--- config.mk ---
export PLATFORM = sky130hd
export DESIGN_NAME = spram_arb
export DESIGN_NICKNAME = d
export VERILOG_FILES = /design/src/rtl/spram_arb.sv
export SDC_FILE = /design/constraint.sdc
export NUM_CORES = 1
export LEC_CHECK = 0
export CORE_AREA = 2 2 100 102
export DETAILED_ROUTE_END_ITERATION = 10
export DIE_AREA = 0 0 102 104
export DONT_BUFFER_PORTS = 1
export GPL_TIMING_DRIVEN = 0
export SLEW_MARGIN = 40
export SYNTH_ARGS = -nofsm -noshare
export SYNTH_HDL_FRONTEND = slang
export SYNTH_SLANG_ARGS = --single-unit
--- constraint.sdc ---
create_clock -name clk -period 1.8 [get_ports clk]
set_input_delay 0 -clock clk [delete_from_list [all_inputs] [get_ports clk]]
set_output_delay 0 -clock clk [all_outputs]
set_load 0.005 [all_outputs]
--- src/rtl/spram_arb.sv ---
// spram_arb: arbitrates two requesters (A, B) onto one single-port RAM.
// Each granted access is acknowledged exactly one cycle after its grant.
// The RAM returns read data on m_rdata one cycle after the address.
// A requester is served once per request; the other side may use the RAM in that ack cycle.
// Optional feature macro: SPRAM_ARB_RR_EN. When defined, contention is resolved
// round-robin. When undefined (the default), A has fixed priority over B.
`timescale 1ns/1ps
module spram_arb #(
    parameter int AW = 14,
    parameter int DW = 32
) (
    input  logic            clk,
    input  logic            rst_n,
    input  logic [AW-1:0]   a_addr,
    input  logic [DW-1:0]   a_wdata,
    input  logic [DW/8-1:0] a_wmsk,
    input  logic            a_we,
    input  logic            a_req,
    output logic            a_ack,
    output logic [DW-1:0]   a_rdata,
    input  logic [AW-1:0]   b_addr,
    input  logic [DW-1:0]   b_wdata,
    input  logic [DW/8-1:0] b_wmsk,
    input  logic            b_we,
    input  logic            b_req,
    output logic            b_ack,
    output logic [DW-1:0]   b_rdata,
    output logic [AW-1:0]   m_addr,
    output logic [DW-1:0]   m_wdata,
    output logic [DW/8-1:0] m_wmsk,
    output logic            m_we,
    input  logic [DW-1:0]   m_rdata,
    output logic [1:0]      gnt
);

    // Arbitration state is the two ack flops plus the optional pointer.
    // run_reg only qualifies grants after reset release.
    // The hold registers keep m_addr/m_wdata stable across idle cycles.
    logic          a_ack_reg;
    logic          b_ack_reg;
    logic          run_reg;
    logic          a_elig;
    logic          b_elig;
    logic [AW-1:0] addr_hold_reg;
    logic [DW-1:0] wdata_hold_reg;

    // A requester sitting in its ack cycle cannot be granted again.
    // This lets the other side take the RAM in that cycle.
    assign a_elig = a_req & ~a_ack_reg;
    assign b_elig = b_req & ~b_ack_reg;

`ifdef SPRAM_ARB_RR_EN
    logic last_b_reg;

    // Last-served pointer; it moves only on an actual grant.
    // It resets to "A served last", so B wins the first contention.
    always_ff @(posedge clk or negedge rst_n) begin
        if (!rst_n) begin
            last_b_reg <= 1'b0;
        end else if (gnt != 2'b00) begin
            last_b_reg <= gnt[1];
        end
    end
`endif

    // Choose this cycle's single winner among the eligible requesters.
    always_comb begin
        gnt = 2'b00;
        if (run_reg) begin
            if (a_elig && b_elig) begin
`ifdef SPRAM_ARB_RR_EN
                gnt = last_b_reg ? 2'b01 : 2'b10;
`else
                gnt = 2'b01;
`endif
            end else if (a_elig) begin
                gnt = 2'b01;
            end else if (b_elig) begin
                gnt = 2'b10;
            end
        end
    end

    // Route the winner's command to the RAM.
    // An idle cycle never writes and keeps the last address and data.
    always_comb begin
        m_addr  = addr_hold_reg;
        m_wdata = wdata_hold_reg;
        m_we    = 1'b0;
        m_wmsk  = '0;
        if (gnt[0]) begin
            m_addr  = a_addr;
            m_wdata = a_wdata;
            m_we    = a_we;
            m_wmsk  = a_wmsk;
        end else if (gnt[1]) begin
            m_addr  = b_addr;
            m_wdata = b_wdata;
            m_we    = b_we;
            m_wmsk  = b_wmsk;
        end
    end

    // Register the grant into the acks and capture the issued command for idle cycles.
    // A grant made while reset falls is lost because the acks clear asynchronously.
    always_ff @(posedge clk or negedge rst_n) begin
        if (!rst_n) begin
            run_reg        <= 1'b0;
            a_ack_reg      <= 1'b0;
            b_ack_reg      <= 1'b0;
            addr_hold_reg  <= '0;
            wdata_hold_reg <= '0;
        end else begin
            run_reg   <= 1'b1;
            a_ack_reg <= gnt[0];
            b_ack_reg <= gnt[1];
            if (gnt != 2'b00) begin
                addr_hold_reg  <= m_addr;
                wdata_hold_reg <= m_wdata;
            end
        end
    end

    assign a_ack   = a_ack_reg;
    assign b_ack   = b_ack_reg;
    assign a_rdata = a_ack_reg ? m_rdata : '0;
    assign b_rdata = b_ack_reg ? m_rdata : '0;

endmodule

# [Word level (Yosys, flattened, before mapping)]
# Cells that the tools add are included.
# Widths: inputs -> output; s select.
[op_classes] n_addsub=0 multipliers=0 n_div=0 magnitude_cmp=0 n_eq_ne=0 shifts=0 mux=14 bitwise_logic=4 n_reduce_logical=2
[op_table] cell="$mux 32" count=4
[op_table] cell="$mux 14" count=2
[op_table] cell="$mux 2" count=4
[op_table] cell="$mux 4" count=2
[op_table] cell="$and 1x1->1" count=2
[op_table] cell="$mux 1" count=2
[op_table] cell="$not 1->1" count=2
[op_table] cell="$reduce_bool 2->1" count=1
[op_table] cell="$logic_and 1x1->1" count=1
[totals] reg_bits=49 latchBits=0 ram_bits=0 rom_bits=0 input_bits=138 elab_cells=25 mem_count=0

# [Longest topological paths before layout]
# Gate-level depths: netlist of the first run.
[depth] ltp_word=8 ltp_mapped=6 ltp_nobuf=3

# [Least setup slack after synthesis of the first run]
# OpenSTA, ideal clock, no wires.
[synth_path] path_kind="reg2reg" start="reg a_ack_reg (netlist: a_ack)" end="reg wdata_hold_reg[10]" setup_time_ps=126 arrival_ps=1326 t_required_ps=1674 path_slack_ps=348 stages_incl_launch_ff=6 path_cell_list="dfrtp_1 nor2b_1 and3b_1 buf_6 clkbuf_1 a221o_1"
[synth_between] elab_chain_cells=7 elab_cells_between_ends=9
[synth_rtl] element="start, declared" line="39" source="logic a_ack_reg;"
[synth_rtl] element="start signal, assigned" line="115" source="a_ack_reg <= gnt[0];"
[synth_rtl] element="$not 1->1 (*)" line="49" source="assign a_elig = a_req & ~a_ack_reg;"
[synth_rtl] element="$and 1x1->1 (*)" line="49"
[synth_rtl] element="$mux 2 / $logic_and 1x1->1 (equally long branches)" line="76, 70"
[synth_rtl] element="$mux 2 (*)" line="70" source="if (a_elig && b_elig) begin"
[synth_rtl] element="$mux 2 (*)" line="69" source="if (run_reg) begin"
[synth_rtl] element="$mux 32" line="96" source="end else if (gnt[1]) begin"
[synth_rtl] element="$mux 32" line="91" source="if (gnt[0]) begin"
[synth_rtl] element="end signal, assigned" line="119" source="wdata_hold_reg <= m_wdata;"
[synth_rtl] element="end, declared" line="45" source="logic [DW-1:0] wdata_hold_reg;"
# Mark *: on every way between the ends. The rest lies on a longest branch, timed or not.
# A chain may end at the register's enable or synchronous reset.

# [Worst setup path after layout of the first run]
[layout_path] start="reg a_ack_reg (netlist: a_ack)" end="out m_addr[2]"
[layout_between] elab_chain_cells=7 elab_cells_between_ends=8
[layout_rtl] element="$not 1->1 (*)" line="49"
[layout_rtl] element="$and 1x1->1 (*)" line="49"
[layout_rtl] element="$mux 2 / $logic_and 1x1->1 (equally long branches)" line="76, 70"
[layout_rtl] element="$mux 2 (*)" line="70"
[layout_rtl] element="$mux 2 (*)" line="69"
[layout_rtl] element="$mux 14" line="96"
[layout_rtl] element="$mux 14 (*)" line="91"
[layout_rtl] element="end, declared" line="28" source="output logic [AW-1:0] m_addr,"
# Marked as above.

==> flow_summary.toml, run 1 <==
[final_layout]
fin_nets = 537
nFillCells = 900
diodes = 0
drive_gt1_frac = 0.108
fin_cells = 533
largest_reg_flops = 32
ff_latch_area_um2 = 1230
multi_input_area_um2 = 1710
area_delta_synth_final_pct = 42.6

[synthesis]
synthTopCellsByCount = "and2_1, a221o_1, dfrtp_1"
synthFlopType = "dfrtp_1"
postSynthAreaPerCell_um2 = 10.5
yosys_warnings = 0
synth_area_leaders = "dfrtp_1, a221o_1, and2_1"
synthCells = 295
post-synth-top-area-cell = "dfrtp_1"
syn_area_um2 = 3090
synthArstFlopShare = 1.00
synth_top_area_frac = 0.397
synth_edf_count = 0
synth_most_common_cell = "and2_1"
synth_cell_types = 11
ys_ff_latch = 49
seq_area_frac_synth = 0.397
synth_nets = 433

[placement]
dpl.hpwl_mm = 7.88
port_buffers = 0
dp.cells = 428
dpl_worst_slack_ps = -188
place.gp.congestion = 0.745

[cts]
cts_sinks = 49
path_clk_slew_ps = 90
cts_tree = "built"
htree_levels = 2
clock_latency_ps = 300
cts_buffers = 5
cts-root-buf = "clkbuf_8"
clockBufferDepth = 2

[drt]
drc = 0
dr.pass1.iters = 4
drt-met1-wl_mm = 4.48
routed.top_layer = "met4"
drtIter0Drc = 222
vias = 3125
antenna_left = 0
routed_wl_mm = 11.8
avgRoutedWirePerCell_um = 22.2
met2_wirelength_mm = 6.32
routed_via_density = 5.86
dr_wl_met3_um = 945

[setup_path]
worstSetupPathType = "reg2out"
critical_path.top_delay_family = "flip-flops"
cpMostUsedCell = "buf_8"
critPathLaunchType = "register"
crit_path_max_incr_delay_ps = 510
cpMaxStageDelayCell = "dfrtp_2"
cp-end-kind = "primary output"
arrival_ps = 1880
r2r_slack_ps = 40
critPathRequiredTime_ps = 1800
path_max_fanout = 10
crit_chain = "nor2b_4 -> and3b_1 -> buf_6 -> buf_8 -> buf_8 -> a221o_1"
crit_buf_inv = 3

[power]
clkPwrFrac = 0.232
power_leakage_nw = 1.88
cellPowerDensity_nw_per_um2 = 672
peakVddDrop_uv = 320
power_frac_seq = 0.463
p_sw_mw = 0.903
p_comb_frac = 0.305
p_int_mw = 2.06
switching_share = 0.305

[job]
maxCapViolations = 0

[outcome]
violations = "setup timing"
status = "finished with violations"

[timing]
fin_crit_ps = 1880
tns_ps = -2100
fin_skew_ps = 8.92
period_share = 1.05
max-slew-margin-rel = 0.653
slew_viol_final = 0
tightestPinTransition_ps = 520
setup_ws_ps = -83.8
setup_viol = 46
rsz0062_at_grt = "true"
finalHoldViolCount = 0
fmax_ghz = 0.531

[die]
rows = 36
dieArea_um2 = 10600
io_pins = 257
core-area_um2 = 9550
die_x_um = 102
start_util = 0.324
die_y_um = 104

[global_routing]
grt_overflow = 0
antenna_found_initial = 0
grt_max_degree = 50
track_usage = 0.206
grt_pass1_vias = 3187
grt_pass1_wl_mm = 17.1

[hold_path]
min_path_type = "in2out"
## per-layer routing
| layer | vias to the layer above | global-route usage |
|---|---|---|
| met3 | 10 | 0.0504 |
| li1 | 1353 | - |
| met2 | 192 | 0.390 |
| met4 | 0 | 0.0429 |
| met1 | 1570 | 0.227 |
| met5 | - | 0 |
## layout by cell type (no fill, tap or decap)
cell / count
and3b_2: 1
buf_6: 2
nor2b_4: 2
buf_4: 12
o21ai_2: 1
inv_6: 1
clkdlybuf4s15_2: 1
buf_2: 8
clkinv_2: 1
clkbuf_8: 5
clkbuf_1: 8
and3b_1: 1
and2_1: 110
a221o_1: 92
conb_1: 1
clkbuf_4: 3
dfrtp_2: 2
buf_16: 1
buf_8: 3
a22o_1: 5
dfrtp_1: 47
dlygate4sd3_1: 93
## worst reg2reg max path: cells and delay by family, from the launching register on
kind / cells / cell delay (ps)
buffers and inverters: 4 / 520
DFF: 1 / 510
and+or+nand+nor: 2 / 350
AOI/OAI and AO/OA: 1 / 290
## final timing paths
check | start | depth (start not counted) | end
max | a_ack$_DFF_PN0_ | 6 | m_addr[2]
min | m_rdata[13] | 1 | a_rdata[13]
max reg2reg | a_ack$_DFF_PN0_ | 7 | wdata_hold_reg[29]$_DFFE_PN0P_
min reg2reg | addr_hold_reg[11]$_DFFE_PN0P_ | 1 | addr_hold_reg[11]$_DFFE_PN0P_
max in group asynchronous | rst_n | 2 | b_ack$_DFF_PN0_
min in group asynchronous | rst_n | 2 | wdata_hold_reg[18]$_DFFE_PN0P_
## kinds of logic (layout without fill, tap and decap cells)
| kind of cell | count (synthesis) | count (layout) | synth area share |
|---|---|---|---|
| AO/OA/AOI/OAI | 98 | 98 | 0.314 |
| flip-flops | 49 | 49 | 0.397 |
| AND/OR/NAND/NOR | 114 | 114 | 0.232 |
| buffers and inverters | 33 | 138 | 0.0563 |
| other | 1 | 1 | 0.00121 |
## timing repair
item | in CTS | in global routing
pin swaps | 8 | 7
setup buffers | 3 | 1
endpoints found under the setup margin | 98 | 76
endpoints found under the hold margin | 95 | 0
hold buffers | 94 | 0
gates cloned | 1 | 0
gates resized for setup | 23 | 9
## final cells by class
cell class	count	share of cell area
clock buffer	6	0.0165
clock inverter	2	0.00312
multi-input combinational	213	0.388
sequential	49	0.279
buffer	31	0.0491
tap	133	0.0377
timing repair buffer	99	0.227
## through the flow
step                      hold WS, ps   util  power, mW  area [um^2]
after floorplan                  -296      -       1.90         3090
after global placement           -294  0.341       2.04         3260
after detailed placement         -294  0.341       2.05         3260
after CTS                         114  0.459       2.96         4380
after global routing              118  0.462       3.11         4410
final                             113  0.462       2.96         4410
## power by group through the flow
stage	registers, mW	logic, mW	clock network [mW]
CTS	1.36	0.884	0.716
global route	1.39	0.972	0.757
finish	1.37	0.904	0.687
global placement	1.38	0.660	0
detailed placement	1.38	0.672	0
floorplan	1.35	0.545	0
Power figures use the tool's default switching activity.
==> inputs of run 2 (changes only) <==
--- a/config.mk
+++ b/config.mk
@@ -5,11 +5,13 @@
 export SDC_FILE = /design/constraint.sdc
 export NUM_CORES = 1
 export LEC_CHECK = 0
+export CAP_MARGIN = 20
 export CORE_AREA = 2 2 100 102
 export DETAILED_ROUTE_END_ITERATION = 10
 export DIE_AREA = 0 0 102 104
 export DONT_BUFFER_PORTS = 1
 export GPL_TIMING_DRIVEN = 0
+export RECOVER_POWER = 50
 export SLEW_MARGIN = 40
 export SYNTH_ARGS = -nofsm -noshare
 export SYNTH_HDL_FRONTEND = slang
==> run 2 against run 1 <==
The run still ends with setup timing left. Highest routed layer unchanged. Register-to-register slack barely moved. Worst setup slack about the same. Utilization down 0.24 points. Largest power group unchanged.
==> flow_summary.toml, run 2 (synthesis results as in run 1) <==
[final_layout]
fin_cells = 533
drive_gt1_frac = 0.108
largest_reg_flops = 32
fin_nets = 537
final_cell_mix = "dlygate4sd3_1, a221o_1, and2_1"
post-route-util = 0.459
final_common_cell = "dlygate4sd3_1"
area_delta_synth_final_pct = 41.9
finalInstanceArea_um2 = 4390
nFillCells = 902
diodes = 0

[timing]
finalHoldViolCount = 0
tns_ps = -2000
fin_skew_ps = 9.75
hold_ws_ps = 113
period_share = 1.05
fmax_ghz = 0.531
setup_viol = 43
max-slew-margin-rel = 0.150
rsz0062_at_grt = "true"
slew_viol_final = 0
tightestPinTransition_ps = 1280
fin_crit_ps = 1880
setup_ws_ps = -84.2

[placement]
dpl.hpwl_mm = 7.88
dpl_worst_slack_ps = -188
place.gp.congestion = 0.745
port_buffers = 0
dp.cells = 428
dpl_cell_area_um2 = 3260

[setup_path]
worstSetupPathType = "reg2out"
r2r_cells = 7
arrival_ps = 1880
cp-end-kind = "primary output"
cpMaxStageDelayCell = "dfrtp_2"
r2r_slack_ps = 40
r2r-end = "wdata_hold_reg[29]$_DFFE_PN0P_"
r2r_start = "a_ack$_DFF_PN0_"
cpMostUsedCell = "buf_8"
critPathLaunchType = "register"
path_max_fanout = 10
crit_path_max_incr_delay_ps = 510
crit_chain = "nor2b_4 -> and3b_1 -> buf_6 -> buf_8 -> buf_8 -> a221o_1"
critPathRequiredTime_ps = 1800

[outcome]
status = "finished with violations"
violations = "setup timing"

[cts]
clockBufferDepth = 2
cts-root-buf = "clkbuf_8"
cts_sinks = 49
cts_tree = "built"
path_clk_slew_ps = 90
cts_buffers = 5
htree_levels = 2
clock_latency_ps = 300

[hold_path]
hold_start = "m_rdata[13]"
hold_depth = 1
hold_path_end = "a_rdata[13]"
min_path_type = "in2out"

[global_routing]
grt_overflow = 0
antenna_found_initial = 0
grt_max_degree = 50
grt_pass1_vias = 3187
grt_pass1_wl_mm = 17.1
track_usage = 0.206

[power]
cellPowerDensity_nw_per_um2 = 674
p_total_mw = 2.96
power_leakage_nw = 1.84
peakVddDrop_uv = 321

[die]
die_y_um = 104
rows = 36
start_util = 0.324
die_x_um = 102
core-area_um2 = 9550
dieArea_um2 = 10600
io_pins = 257

[drt]
antenna_left = 0
drc = 0
routed_wl_mm = 11.9
dr.pass1.iters = 4
routed_via_density = 5.88
avgRoutedWirePerCell_um = 22.3
drtIter0Drc = 193
vias = 3135

[job]
maxCapViolations = 0
==> run 2: changes by cell type in the layout (fill, tap and decap cells not counted), sizes merged <==
cell,previous run,this run
buf,26,25
clkbuf,16,17
==> run 2: what timing repair did <==
action	CTS	global route
endpoints found under the setup margin	98	76
endpoints found under the hold margin	95	0
setup buffers	3	1
hold buffers	94	0
gates resized for setup	23	9
gates cloned	1	0
pin swaps	8	7
==> run 2: per-layer routing <==
metal,global-route usage,wire [um],up-vias
met5,0,0,-
met4,0.0429,120,0
met3,0.0504,997,12
met2,0.390,6320,213
met1,0.227,4450,1556
li1,-,-,1354
==> run 2: worst max path at each step <==
stage	depth (start not counted)	from	end	slack [ps]
4_1_cts	6	a_ack$_DFF_PN0_	m_wdata[21]	-130
6_report	6	a_ack$_DFF_PN0_	m_addr[2]	-80
3_3_place_gp	5	a_ack$_DFF_PN0_	addr_hold_reg[3]$_DFFE_PN0P_	-180
5_1_grt	6	a_ack$_DFF_PN0_	m_addr[2]	-170
3_5_place_dp	5	a_ack$_DFF_PN0_	addr_hold_reg[3]$_DFFE_PN0P_	-190
2_1_floorplan	5	a_ack$_DFF_PN0_	wdata_hold_reg[10]$_DFFE_PN0P_	350
==> run 2: area by class of cell <==
type,count,area (um^2),share of cell area
well taps,133,166,0.0379
plain buffers,31,216,0.0493
multi-input cells,213,1710,0.390
flip-flops and latches,49,1230,0.280
clock buffers,6,72.6,0.0165
repair buffers,99,977,0.223
clock inverters,2,13.8,0.00314
==> run 2: critical path, delay by kind of cell, from the launching register on <==
kind	cells	cell delay, ps
flops	1	510
buf+inv	3	400
simple gates	2	340
compound gates	1	330
==> run 2: power by group <==
| group | switching [mW] | internal [mW] |
|---|---|---|
| Combinational | 0.389 | 0.507 |
| Sequential | 0.104 | 1.27 |
| Clock | 0.412 | 0.279 |
| Total | 0.906 | 2.05 |
==> inputs of run 3 (changes only) <==
--- a/config.mk
+++ b/config.mk
@@ -11,6 +11,7 @@
 export DIE_AREA = 0 0 102 104
 export DONT_BUFFER_PORTS = 1
 export GPL_TIMING_DRIVEN = 0
+export MAX_ROUTING_LAYER = met4
 export RECOVER_POWER = 50
 export SLEW_MARGIN = 40
 export SYNTH_ARGS = -nofsm -noshare
==> run 3 against run 2 <==
The run still ends with setup timing left. Largest power group unchanged. Fmax fell by 0.16%. First-iteration DRC count down 13%. Power fell by 0.18%. Global-route usage up 0.57 points.
==> flow_summary.toml, run 3 (synthesis results as in run 1) <==
[power]
cellPowerDensity_nw_per_um2 = 673
p_total_mw = 2.95
peakVddDrop_uv = 322
power_leakage_nw = 1.84

[setup_path]
cpMostUsedCell = "buf_8"
cpMaxStageDelayCell = "dfrtp_2"
critPathRequiredTime_ps = 1800
cp-end-kind = "primary output"
arrival_ps = 1890
critPathLaunchType = "register"
crit_path_max_incr_delay_ps = 510
crit_chain = "nor2b_4 -> and3b_1 -> buf_6 -> buf_8 -> buf_8 -> a221o_1"
worstSetupPathType = "reg2out"
path_max_fanout = 10

[final_layout]
drive_gt1_frac = 0.108
largest_reg_flops = 32
fin_cells = 533
nFillCells = 902
diodes = 0
area_delta_synth_final_pct = 41.9
fin_nets = 537
final_cell_mix = "dlygate4sd3_1, a221o_1, and2_1"
ff_latch_area_um2 = 1230
final_common_cell = "dlygate4sd3_1"
multi_input_area_um2 = 1710

[global_routing]
grt_pass1_wl_mm = 17.1
track_usage = 0.212
grt_pass1_vias = 3187
grt_overflow = 0
grt_max_degree = 50
antenna_found_initial = 0

[die]
die_x_um = 102
start_util = 0.324
io_pins = 257
die_y_um = 104
core-area_um2 = 9550
rows = 36
dieArea_um2 = 10600

[timing]
finalHoldViolCount = 0
max-slew-margin-rel = 0.149
rsz0062_at_grt = "true"
tightestPinTransition_ps = 1280
fmax_ghz = 0.530
setup_ws_ps = -87.2
slew_viol_final = 0
period_share = 1.05
fin_crit_ps = 1890
tns_ps = -2070
setup_viol = 46
fin_skew_ps = 10.5

[placement]
port_buffers = 0
dp.cells = 428
dpl.hpwl_mm = 7.88
place.gp.congestion = 0.754
dpl_worst_slack_ps = -188

[drt]
routed_via_density = 5.87
dr.pass1.iters = 4
avgRoutedWirePerCell_um = 22.3
vias = 3129
routed_wl_mm = 11.9
drc = 0
drtIter0Drc = 168
antenna_left = 0

[cts]
cts_sinks = 49
cts_tree = "built"
clock_latency_ps = 310
clockBufferDepth = 2
cts_buffers = 5
htree_levels = 2
cts-root-buf = "clkbuf_8"
path_clk_slew_ps = 90

[outcome]
violations = "setup timing"
status = "finished with violations"

[job]
maxCapViolations = 0

[hold_path]
min_path_type = "in2out"
[run 3: stage by stage]
| stage | area [um^2] | util | hold WS [ps] |
|---|---|---|---|
| floorplan | 3090 | - | -296 |
| global placement | 3260 | 0.341 | -294 |
| detailed placement | 3260 | 0.341 | -294 |
| CTS | 4380 | 0.459 | 114 |
| global route | 4390 | 0.459 | 118 |
| finish | 4390 | 0.459 | 113 |
[run 3: repair_timing]
| item | CTS | global route |
|---|---|---|
| endpoints found under the setup margin | 98 | 76 |
| gates resized for setup | 23 | 9 |
| cloned | 1 | 0 |
| pin swaps | 8 | 7 |
| hold buffers | 94 | 0 |
| setup buffers | 3 | 1 |
| hold endpoints to repair | 95 | 0 |
[run 3: report_power, final]
group          internal (mW)  switching (mW)
clock                  0.279           0.406
combinational          0.507           0.390
sequential              1.27           0.104
total                   2.05           0.901
[run 3: layout make-up]
type / instances / area share
Buffer: 31 / 0.0493
Clock buffer: 6 / 0.0165
Clock inverter: 2 / 0.00314
Multi-Input combinational cell: 213 / 0.390
Sequential cell: 49 / 0.280
Tap cell: 133 / 0.0379
Timing Repair Buffer: 99 / 0.223
[run 3: worst max-delay path, delay by kind of cell (launching register included)]
family / cells / cell delay [ps]
and+or+nand+nor: 2 / 340
DFF: 1 / 510
buffers and inverters: 3 / 400
AOI/OAI and AO/OA: 1 / 330
[run 3: per-layer routing]
metal / vias up / share of wire / track usage / wire (um)
met2: 206 / 0.54 / 0.391 / 6370
met1: 1558 / 0.37 / 0.231 / 4440
met4: 0 / 0.011 / 0.0429 / 127
met5: - / 0 / - / 0
met3: 13 / 0.080 / 0.0444 / 953
li1: 1352 / - / - / -
[run 3: final timing paths]
check                                              start                              to  slack, ps  cells past startpoint
setup reg to reg                         a_ack$_DFF_PN0_  wdata_hold_reg[29]$_DFFE_PN0P_         40                      7
hold / removal                               m_rdata[13]                     a_rdata[13]        110                      1
max in group asynchronous                          rst_n                 a_ack$_DFF_PN0_        450                      2
hold reg to reg            addr_hold_reg[11]$_DFFE_PN0P_   addr_hold_reg[11]$_DFFE_PN0P_        520                      1
min in group asynchronous                          rst_n  wdata_hold_reg[16]$_DFFE_PN0P_        490                      2
setup / recovery                         a_ack$_DFF_PN0_                       m_addr[2]        -90                      6
